==> config.mk <==
export PLATFORM = sky130hd
export DESIGN_NAME = reset_sequencer
export DESIGN_NICKNAME = d
export VERILOG_FILES = /design/src/rtl/pc_reset_pkg.sv /design/src/rtl/edge_detect_rise.sv /design/src/rtl/reset_sequencer.sv
export SDC_FILE = /design/constraint.sdc
export NUM_CORES = 1
export LEC_CHECK = 0
export ABC_AREA = 0
export BUFFER_PORTS_ARGS = -buffer_cell sky130_fd_sc_hd__buf_4
export CAP_MARGIN = 20
export CORE_ASPECT_RATIO = 1.1
export CORE_MARGIN = 5
export CORE_UTILIZATION = 52
export CTS_BUF_LIST = sky130_fd_sc_hd__clkbuf_8
export DETAILED_ROUTE_END_ITERATION = 16
export PLACE_DENSITY = 0.77
export SLEW_MARGIN = 15
export SYNTH_ARGS = -nofsm -noshare
export SYNTH_HDL_FRONTEND = slang
export SYNTH_SLANG_ARGS = --single-unit
==> constraint.sdc <==
create_clock -name clk -period 1.7 [get_ports clk]
set_input_delay 0.51 -clock clk [delete_from_list [all_inputs] [get_ports clk]]
set_output_delay 0.51 -clock clk [all_outputs]
set_load 0.01 [all_outputs]
==> src/rtl/pc_reset_pkg.sv <==
`default_nettype none
// ============================================================================
//  Module      : pc_reset_pkg
//  Description : Shared reset-sequencing types and default timing constants
//                for the PC core reset tree.
//  Revision    : 1.0 - initial release
// ============================================================================
package pc_reset_pkg;

   // Default hold time for sys_rst and the sys_rst -> cpu_rst release gap
   localparam int RST_HOLD_CYCLES    = 16;
   localparam int RST_STAGGER_CYCLES = 4;

   // Sequencer phases: both resets held, sys released / cpu held, all released
   typedef enum logic [1:0] {
      HOLD    = 2'd0,
      STAGGER = 2'd1,
      RUN     = 2'd2
   } rst_state_t;

endpackage : pc_reset_pkg
`default_nettype wire

==> src/rtl/edge_detect_rise.sv <==
`default_nettype none
// ============================================================================
//  Module      : edge_detect_rise
//  Description : Rising-edge detector for a signal already synchronous to clk.
//                One flop holds the previous sample, and rise = d & ~previous.
//                The flop clears on reset, so a level that is already high
//                when reset releases appears as an edge on the first clock.
//  Revision    : 1.0 - initial release
// ============================================================================
module edge_detect_rise (
   input  logic clk,
   input  logic rst,    // asynchronous, active-low
   input  logic d,
   output logic rise
);

   logic r_q;

   // Keep the previous sample of d
   always_ff @(posedge clk or negedge rst) begin
      if (!rst) r_q <= 1'b0;
      else      r_q <= d;
   end

   assign rise = d & ~r_q;

endmodule : edge_detect_rise
`default_nettype wire

==> src/rtl/reset_sequencer.sv <==
`default_nettype none
// ============================================================================
//  Module      : reset_sequencer
//  Description : Staged reset generator for the PC core. A power-on reset or
//                a new debounced button press asserts sys_rst and cpu_rst.
//                sys_rst releases after HOLD_CYCLES, and cpu_rst releases
//                STAGGER_CYCLES later, so the CPU leaves reset only after the
//                bus and peripherals are stable. Every output is registered.
//  Revision    : 1.0 - initial release
// ============================================================================
module reset_sequencer
   import pc_reset_pkg::*;
#(
   parameter int HOLD_CYCLES    = RST_HOLD_CYCLES,
   parameter int STAGGER_CYCLES = RST_STAGGER_CYCLES,
   parameter int CNT_W          = 5
) (
   input  logic       clk,
   input  logic       rst,        // power-on reset, asynchronous, active-low
   input  logic       drst,       // debounced reset request
   output logic       sys_rst,
   output logic       cpu_rst,
   output logic       ready,
   output logic [7:0] rst_count
);

   localparam logic [CNT_W-1:0] C_HOLD_LAST    = CNT_W'(HOLD_CYCLES - 1);
   localparam logic [CNT_W-1:0] C_STAGGER_LAST = CNT_W'(STAGGER_CYCLES - 1);

   rst_state_t       r_state;
   logic [CNT_W-1:0] r_cnt;
   logic             w_trig;

   // A held drst counts as one request: only its rising edge is used
   edge_detect_rise u_trig_det (
      .clk  (clk),
      .rst  (rst),
      .d    (drst),
      .rise (w_trig)
   );

   // Sequencer FSM. A trigger in any state restarts the full hold sequence
   always_ff @(posedge clk or negedge rst) begin
      if (!rst) begin
         r_state   <= HOLD;
         r_cnt     <= '0;
         sys_rst   <= 1'b1;
         cpu_rst   <= 1'b1;
         ready     <= 1'b0;
         rst_count <= '0;
      end else if (w_trig) begin
         r_state   <= HOLD;
         r_cnt     <= '0;
         sys_rst   <= 1'b1;
         cpu_rst   <= 1'b1;
         ready     <= 1'b0;
         if (rst_count != 8'hFF) rst_count <= rst_count + 8'd1;
      end else begin
         case (r_state)
            HOLD: begin
               if (r_cnt == C_HOLD_LAST) begin
                  r_state <= STAGGER;
                  r_cnt   <= '0;
                  sys_rst <= 1'b0;
               end else begin
                  r_cnt <= r_cnt + 1'b1;
               end
            end
            STAGGER: begin
               if (r_cnt == C_STAGGER_LAST) begin
                  r_state <= RUN;
                  cpu_rst <= 1'b0;
                  ready   <= 1'b1;
               end else begin
                  r_cnt <= r_cnt + 1'b1;
               end
            end
            RUN: begin
               r_state <= RUN;
            end
            default: begin
               // An unused encoding re-enters the safe, fully reset state
               r_state <= HOLD;
               r_cnt   <= '0;
               sys_rst <= 1'b1;
               cpu_rst <= 1'b1;
               ready   <= 1'b0;
            end
         endcase
      end
   end

endmodule : reset_sequencer
`default_nettype wire

==> results of run 1 <==
metal layers:
metal,share of wire [%],vias up,global-route usage [%]
li1,-,408,-
met1,46,403,20.0
met2,50,13,25.7
met3,2.4,3,2.38
met4,2.0,0,7.87
met5,0,-,0
worst max path at each step:
| stage | from | endpoint | depth (start not counted) |
|---|---|---|---|
| after floorplan | r_cnt[0]$_DFFE_PN0P_ | r_cnt[0]$_DFFE_PN0P_ | 4 |
| after global placement | r_cnt[1]$_DFFE_PN0P_ | r_cnt[1]$_DFFE_PN0P_ | 4 |
| after detailed placement | r_cnt[1]$_DFFE_PN0P_ | r_cnt[0]$_DFFE_PN0P_ | 4 |
| after CTS | r_cnt[1]$_DFFE_PN0P_ | r_cnt[0]$_DFFE_PN0P_ | 4 |
| after global routing | r_cnt[0]$_DFFE_PN0P_ | r_cnt[4]$_DFFE_PN0P_ | 5 |
| final | r_cnt[0]$_DFFE_PN0P_ | r_cnt[0]$_DFFE_PN0P_ | 4 |
state kept, by name (all words and copies together), names as in the netlist:
name and flops:
cpu_rst 1, r_cnt 5, ready 1, u_trig_det.r_q 1, r_state 2, sys_rst 1
rst_count 8
critical path, cell delays in order (launching register included):
cell,delay [ns]
dfrtp_1,0.40
ha_4,0.16
or4b_4,0.49
o31ai_4,0.27
mux2_4,0.33
layout by cell type, fill, tap and decap left out, types with 2 or more instances in the layout:
master	instances
xnor2_1	2
inv_1	10
buf_6	2
nor2_1	8
nor3_1	5
mux2_2	2
o21ai_0	6
xor2_1	2
mux2i_1	2
nand4_1	2
dfstp_2	2
clkbuf_8	3
nand2_1	9
ha_1	6
a21oi_1	4
mux2_4	2
buf_4	27
dfrtp_1	17
area by class of cell:
type	instances	area, um2
clock buffer	3	41.3
clock inverter	1	3.75
fill	135	473
inverter	9	33.8
multi-input combinational	70	533
sequential	19	478
tap	27	33.8
timing repair buffer	29	225
kinds of logic after synthesis:
| family | count (synthesis) |
|---|---|
| XOR/XNOR | 4 |
| AND/OR/NAND/NOR | 34 |
| adder cells (fa/ha/maj) | 7 |
| AO/OA/AOI/OAI | 19 |
| flip-flops | 19 |
| multiplexers | 6 |
| buffers and inverters | 10 |
timing repair:
action | 4_1_cts | 5_1_grt
pin swaps | 2 | 5
setup buffers | 3 | 0
resized for setup | 3 | 7
setup endpoints to repair | 5 | 8
hold buffers | 0 | 0
gates cloned | 0 | 0
power groups by stage:
stage / Clock (W) / Sequential (W) / Combinational [W]
after floorplan: 0 / 0.000710 / 0.000252
after global routing: 0.000338 / 0.000713 / 0.000706
final: 0.000307 / 0.000692 / 0.000628
after global placement: 0 / 0.000680 / 0.000522
after CTS: 0.000316 / 0.000686 / 0.000608
after detailed placement: 0 / 0.000686 / 0.000545
metrics by stage:
step           TNS, ns  setup slack (ns)  hold slack (ns)
2_1_floorplan   -0.162           -0.0808            0.214
3_3_place_gp    -0.102           -0.0522            0.398
3_5_place_dp    -0.333            -0.125            0.396
4_1_cts         -0.305           -0.0901            0.115
5_1_grt         -0.860            -0.152            0.116
6_report        -0.302           -0.0684            0.107
cells in the mapped netlist:
cell type | count | area share, %
dfrtp_1 | 17 | 42
inv_1 | 9 | 3.3
nand2_1 | 9 | 3.3
nor2_1 | 8 | 3.0
ha_1 | 7 | 8.6
o21ai_0 | 7 | 3.5
a21oi_1 | 5 | 2.5
nor3_1 | 5 | 2.5
mux2_2 | 4 | 4.4
dfstp_2 | 2 | 5.2
mux2i_1 | 2 | 2.0
nand3_1 | 2 | 0.99
nand4_1 | 2 | 1.2
nor2b_1 | 2 | 1.2
xnor2_1 | 2 | 1.7
xor2_1 | 2 | 1.7
a211o_1 | 1 | 0.86
and3_2 | 1 | 0.74
buf_2 | 1 | 0.49
nand2b_1 | 1 | 0.62
nand3b_1 | 1 | 0.74
nor4b_1 | 1 | 0.86
o2111a_1 | 1 | 1.1
o211ai_1 | 1 | 0.74
o21a_1 | 1 | 0.74
o2bb2ai_1 | 1 | 0.86
o31ai_4 | 1 | 2.1
o32ai_1 | 1 | 0.86
or3b_2 | 1 | 0.86
or4b_4 | 1 | 1.4
==> results.cfg, run 1 <==
[setup_path]
end_kind = register
crit_path_start_kind = register
crit_type = reg -> reg
required_ns = 1.85
rr_endpoint = r_cnt[0]$_DFFE_PN0P_
r2r_cells = 4
rr_startpoint = r_cnt[0]$_DFFE_PN0P_
arrival_ns = 1.92
regToRegSetupSlack_ns = -0.07
crit_fanout = 3

[floorplanning]
coreArea_um2 = 1820
io_pins = 14
die_h_um = 56.3
fp.dieW_um = 52.1
initial_core_util_pct = 55.7
dieArea_um2 = 2940
rows = 16

[logic_synthesis]
synth_seq_cells = 19
ys_seq_area_share_pct = 47.1
synth-compound-area-share_pct = 13.2
yosys.area_share.simple_pct = 17.4
synth_top_family_by_area = simple AND/OR/NAND/NOR gates
synth_cells = 99
synthXorXnorAreaFrac_pct = 3.45
netlist_area_um2 = 1010
syn_nets = 109
synth.distinct_cells = 30
synth_area_per_cell_um2 = 10.2
yosysWarnings = 0
synth_adder_area_share_pct = 8.63
synth.area.mux_share_pct = 6.41

[pwr]
totalPowerFinal_w = 0.00163
intPower_w = 0.00109
combPwrFrac_pct = 38.6
p_leak_nw = 0.614
seqPwrFrac_pct = 42.5
clkPwrFrac_pct = 18.9
powerDensity_nw_per_um2 = 1210
p_sw_share_pct = 33.2
power_switching_w = 0.000540
ir_drop_mv = 0.923

[clocking]
insertion_delay_ns = 0.26
path_clk_slew_ns = 0.07
clock-sinks = 19
cts_tree = yes
cts_htree_levels = 1
cts_buffers = 3
cts_root_buf = clkbuf_8
ctsLongestPathBuffers = 2

[grt]
track_usage_pct = 15.8
grt_pass1_wl_um = 3550
grt-ovfl-total = 0
grt_pass1_vias = 857
grt_max_degree = 20
antenna_found_initial = 0

[route]
drt-total-wl_um = 2030
drt_iter0_drc = 10
vias = 827
routedWlPerCell_um = 12.9
ant_nets = 0
drcViolationCount = 0
drt-pass1-iter-count = 4
viasPerCell = 5.23

[final_layout]
drive_gt1_share_pct = 35.9
final_util_pct = 74.0
final_cell_area_um2 = 1350
area_growth_pct = 32.9
n_antenna_cell = 0
nNetsFinal = 142
layout.cells.non_filler = 158

[timing]
slew_headroom_pct = 69.9
hold_violations = 0
rsz0062_at_grt = true
maxSlewViolCount = 0
worst_slack_ns = -0.0684
setup_viol = 6
period_share_pct = 104
tightest_slew_ns = 0.445
fin_skew_ns = 0.000468
fmax_mhz = 565
fin_crit_ns = 1.77

[job]
maxCapViolations = 0

[run_status]
status = finished with violations
violations = negative setup slack

[placement]
hpwl_um = 1530
gp_congestion = 0.811
postPlaceCellArea_um2 = 1240
io_buffer_count = 13
place_inst = 151

[worst_hold_path]
hp-class = in -> async
(Power assumes the default switching activity.)
==> inputs of run 2 (changes only) <==
--- a/config.mk
+++ b/config.mk
@@ -11,7 +11,7 @@
 export CORE_ASPECT_RATIO = 1.1
 export CORE_MARGIN = 5
 export CORE_UTILIZATION = 52
-export CTS_BUF_LIST = sky130_fd_sc_hd__clkbuf_8
+export CTS_BUF_LIST = sky130_fd_sc_hd__clkbuf_4
 export DETAILED_ROUTE_END_ITERATION = 16
 export PLACE_DENSITY = 0.77
 export SLEW_MARGIN = 15
==> run 2 against run 1 <==
Compared with the run above: the run still ends with negative setup slack left; register-to-register slack about the same; wire length grew 2.6%; design area up 3.2%; core utilization grew 2.3 points; first-iteration DRC count grew 20%; critical path depth is the same; clock skew barely moved.
==> results.cfg, run 2 (synthesis results as in run 1) <==
[timing]
fmax_mhz = 566
hold_violations = 0
fin_tns_setup_ns = -0.265
period_share_pct = 104
tightest_slew_ns = 0.309
fin_crit_ns = 1.77
rsz0062_at_grt = true
fin_skew_ns = 0.000431
worst_slack_ns = -0.0661
setup_viol = 5
maxSlewViolCount = 0
slew_headroom_pct = 79.4

[final_layout]
n_antenna_cell = 0
top_register = rst_count
final_util_pct = 76.4
layout_common_cells = 29 x buf_4, 17 x dfrtp_1, 9 x nand2_1
drive_gt1_share_pct = 41.0
layout.cells.non_filler = 161
fillCellCount = 130
nNetsFinal = 145
largest_register_ffs = 8
layout_commonest_cell = buf_4
area_growth_pct = 37.1
top_regs = rst_count: 8 flops, r_cnt: 5 flops, r_state: 2 flops

[setup_path]
required_ns = 1.89
crit_fanout = 3
cp_slowest_cell = or4b_4
rr_startpoint = r_cnt[0]$_DFFE_PN0P_
regToRegSetupSlack_ns = -0.07
crit_chain = ha_4, or4b_4, o31ai_4, mux2_4
worst-path-buf-inv = 0
cp_top_family = simple AND/OR/NAND/NOR gates
crit_type = reg -> reg
r2r_cells = 4
cp_slowest_stage_delay_ns = 0.49
arrival_ns = 1.95
rr_endpoint = r_cnt[0]$_DFFE_PN0P_
cp.depth = 4
crit_path_start_kind = register
end_kind = register
crit_start = r_cnt[0]$_DFFE_PN0P_

[pwr]
ir_drop_mv = 0.907
totalPowerFinal_w = 0.00161
powerDensity_nw_per_um2 = 1150
p_leak_nw = 0.633

[clocking]
path_clk_slew_ns = 0.10
insertion_delay_ns = 0.29
cts_htree_levels = 1
clock-sinks = 19
cts_buffers = 3
cts_tree = yes
ctsLongestPathBuffers = 2
cts_root_buf = clkbuf_4

[placement]
io_buffer_count = 13
hpwl_um = 1530
gp_congestion = 0.811
place_ws_ns = -0.125
place_inst = 151

[run_status]
status = finished with violations
violations = negative setup slack

[floorplanning]
initial_core_util_pct = 55.7
rows = 16
dieArea_um2 = 2940
fp.dieW_um = 52.1
coreArea_um2 = 1820
die_h_um = 56.3
io_pins = 14

[route]
routedWlPerCell_um = 13.0
viasPerCell = 5.21
vias = 839
drt_iter0_drc = 12
drt-total-wl_um = 2090
drt-pass1-iter-count = 4
drcViolationCount = 0
ant_nets = 0

[grt]
grt_max_degree = 20
grt-ovfl-total = 0
grt_pass1_vias = 857
grt_pass1_wl_um = 3550
track_usage_pct = 16.1
antenna_found_initial = 0

[job]
maxCapViolations = 0

[worst_hold_path]
hp-class = in -> async
## run 2: changes by cell type in the layout (fill, tap and decap cells not counted), sizes merged
cell    change
buf         +3
clkbuf      +1
inv         -1
## run 2: what timing repair did
action / 4_1_cts / 5_1_grt
pin swaps: 2 / 9
buffers inserted: 3 / 3
hold buffers: 0 / 0
resized for setup: 4 / 14
cloned: 0 / 0
endpoints found under the setup margin: 5 / 8
## run 2: area by class of cell
class | instances | area, um2 | area share, %
Multi-Input combinational cell | 70 | 564 | 40.6
Sequential cell | 19 | 478 | 34.4
Timing Repair Buffer | 32 | 251 | 18.1
Inverter | 9 | 33.8 | 2.43
Tap cell | 27 | 33.8 | 2.43
Clock buffer | 4 | 30.0 | 2.16
## run 2: routing by layer
layer / track usage [%] / wire [um] / up-vias
li1: - / - / 416
met1: 19.8 / 935 / 405
met2: 25.7 / 1070 / 14
met3: 3.17 / 50 / 4
met4: 8.99 / 33 / 0
met5: 0 / 0 / -
## run 2: power by group
group          total, W  internal (W)  leakage (nW)  switching (W)
logic          0.000683      0.000395         0.373       0.000288
clock network  0.000239      0.000107        0.0184       0.000131
registers      0.000685      0.000564         0.242       0.000121
total           0.00161       0.00107         0.633       0.000540
## run 2: per-stage QoR
stage / area (um2) / hold slack [ns]
after floorplan: 1020 / 0.214
after global placement: 1240 / 0.398
after detailed placement: 1240 / 0.396
after CTS: 1310 / 0.0656
after global routing: 1390 / 0.0530
final: 1390 / 0.0674
## run 2: worst max-delay path by stage
stage,to,slack (ns)
floorplan,r_cnt[0]$_DFFE_PN0P_,-0.08
global placement,r_cnt[1]$_DFFE_PN0P_,-0.05
detailed placement,r_cnt[0]$_DFFE_PN0P_,-0.13
CTS,r_cnt[0]$_DFFE_PN0P_,-0.1
global route,r_state[0]$_DFFE_PN0P_,-0.12
finish,r_cnt[0]$_DFFE_PN0P_,-0.07
==> inputs of run 3 (changes only) <==
--- a/config.mk
+++ b/config.mk
@@ -10,10 +10,10 @@
 export CAP_MARGIN = 20
 export CORE_ASPECT_RATIO = 1.1
 export CORE_MARGIN = 5
-export CORE_UTILIZATION = 52
+export CORE_UTILIZATION = 60
 export CTS_BUF_LIST = sky130_fd_sc_hd__clkbuf_4
 export DETAILED_ROUTE_END_ITERATION = 16
-export PLACE_DENSITY = 0.77
+export PLACE_DENSITY = 0.84
 export SLEW_MARGIN = 15
 export SYNTH_ARGS = -nofsm -noshare
 export SYNTH_HDL_FRONTEND = slang
==> constraint.sdc (replaced) <==
create_clock -name clk -period 2.1 [get_ports clk]
set_input_delay 0.63 -clock clk [delete_from_list [all_inputs] [get_ports clk]]
set_output_delay 0.63 -clock clk [all_outputs]
set_load 0.01 [all_outputs]
==> run 3 against run 2 <==
Compared with the run above: the run now ends clean; die area fell by 11%; first-iteration DRC count did not move; register-to-register slack gained 0.25 ns; sequential share of layout area up 6.7 points; fmax shrank 7.8%; highest routed layer unchanged; clock skew increased by 0.0079 ns; clock power shrank 24%; critical endpoint unchanged; critical path type unchanged.
==> results.cfg, run 3 (synthesis results as in run 1) <==
[clocking]
cts_tree = yes
ctsLongestPathBuffers = 2
insertion_delay_ns = 0.29
cts_htree_levels = 1
clock-sinks = 19
cts_buffers = 3
cts_root_buf = clkbuf_4
path_clk_slew_ns = 0.11

[floorplanning]
io_pins = 14
dieArea_um2 = 2610
fp.dieW_um = 49.2
initial_core_util_pct = 63.6
coreArea_um2 = 1600
rows = 15
die_h_um = 53.1

[grt]
busiest_layer = met2
grt_pass1_wl_um = 3280
met2_usage_pct = 26.0
met1_usage_pct = 22.0
grt-ovfl-total = 0
grt_pass1_vias = 713
antenna_found_initial = 0
use_met3_pct = 2.82
track_usage_pct = 16.5
grt_max_degree = 20

[run_status]
status = finished clean

[timing]
slew_headroom_pct = 70.3
fmax_mhz = 522
fin_skew_ns = 0.00836
tightest_slew_ns = 0.439
fin_crit_ns = 1.92
maxSlewViolCount = 0
rsz0062_at_grt = false
setup_viol = 0
hold_violations = 0
period_share_pct = 91.2
fin_tns_setup_ns = 0
worst_slack_ns = 0.184
hold_ws_ns = 0.179

[setup_path]
required_ns = 2.28
crit_chain = ha_1, or4b_4, o31ai_4, mux2_2
crit_path_start_kind = register
cp_slowest_cell = or4b_4
crit_type = reg -> reg
arrival_ns = 2.10
cp_slowest_stage_delay_ns = 0.53
crit_fanout = 5
end_kind = register

[route]
drt-total-wl_um = 1820
drcViolationCount = 0
drt-pass1-iter-count = 4
viasPerCell = 5.83
ant_nets = 0
vias = 776
routedWlPerCell_um = 13.7
drt_iter0_drc = 12

[final_layout]
largest_register_ffs = 8
top_regs = rst_count: 8 flops, r_cnt: 5 flops, r_state: 2 flops
drive_gt1_share_pct = 24.1
fillCellCount = 112
regArea_um2 = 478
nNetsFinal = 127
multiInputGateArea_um2 = 498
top_register = rst_count
layout_commonest_cell = dfrtp_1
area_growth_pct = 14.7
n_antenna_cell = 0
layout_common_cells = 17 x dfrtp_1, 14 x buf_4, 9 x inv_1, 9 x nand2_1, 8 x nor2_1

[placement]
hpwl_um = 1410
gp_congestion = 0.828
io_buffer_count = 13
place_ws_ns = 0.117

[job]
maxCapViolations = 0

[pwr]
ir_drop_mv = 0.799
powerDensity_nw_per_um2 = 948
p_leak_nw = 0.524

[worst_hold_path]
hp-class = in -> async
==> run 3: final timing paths <==
path | startpoint | to | slack [ns] | cells past startpoint
setup / recovery | r_cnt[0]$_DFFE_PN0P_ | r_cnt[0]$_DFFE_PN0P_ | 0.18 | 4
hold / removal | rst | r_state[0]$_DFFE_PN0P_ | 0.18 | 1
setup reg to reg | r_cnt[0]$_DFFE_PN0P_ | r_cnt[0]$_DFFE_PN0P_ | 0.18 | 4
hold reg to reg | rst_count[5]$_DFFE_PN0P_ | rst_count[5]$_DFFE_PN0P_ | 0.53 | 1
max in group asynchronous | rst | cpu_rst$_DFFE_PN1P_ | 1.66 | 1
min in group clk | drst | u_trig_det.r_q$_DFF_PN0_ | 0.45 | 1
==> run 3: stage by stage <==
| step | util (%) | cells | instance area, um2 | total power [W] |
|---|---|---|---|---|
| after floorplan | - | 99 | 1010 | 0.000777 |
| after global placement | 71.2 | 129 | 1140 | 0.000919 |
| after detailed placement | 71.2 | 129 | 1140 | 0.000936 |
| after CTS | 72.9 | 133 | 1160 | 0.00112 |
| after global routing | 72.9 | 133 | 1160 | 0.00120 |
| final | 72.9 | 133 | 1160 | 0.00110 |
==> run 3: critical path: cells and delay by family (launching register included) <==
family / cells / cell delay [ns]
fa+ha+maj: 1 / 0.23
compound gates: 1 / 0.29
simple gates: 1 / 0.53
flops: 1 / 0.39
mux: 1 / 0.37
==> run 3: metal layers <==
metal	share of wire (%)	vias to the layer above	wire length, um
met5	0	-	0
met4	1.0	0	19
met3	3.2	2	59
met2	48	15	877
met1	47	374	864
li1	-	385	-
==> run 3: where the power goes <==
group | switching (W) | internal [W] | leakage (nW)
registers | 0.000105 | 0.000456 | 0.242
logic | 0.000170 | 0.000191 | 0.265
clock network | 0.000110 | 0.0000708 | 0.0177
==> run 3: what timing repair did <==
action | in CTS | in global routing
hold buffers | 0 | 0
endpoints found under the setup margin | 0 | 3
setup buffers | 0 | 0
resized for setup | 0 | 1
==> run 3: area by class of cell <==
class                           count  share of cell area [%]
Timing Repair Buffer               14                    9.03
Clock buffer                        3                    1.94
Sequential cell                    19                    41.1
Tap cell                           17                    1.83
Inverter                            9                    2.90
Multi-Input combinational cell     70                    42.8
Clock inverter                      1                   0.430
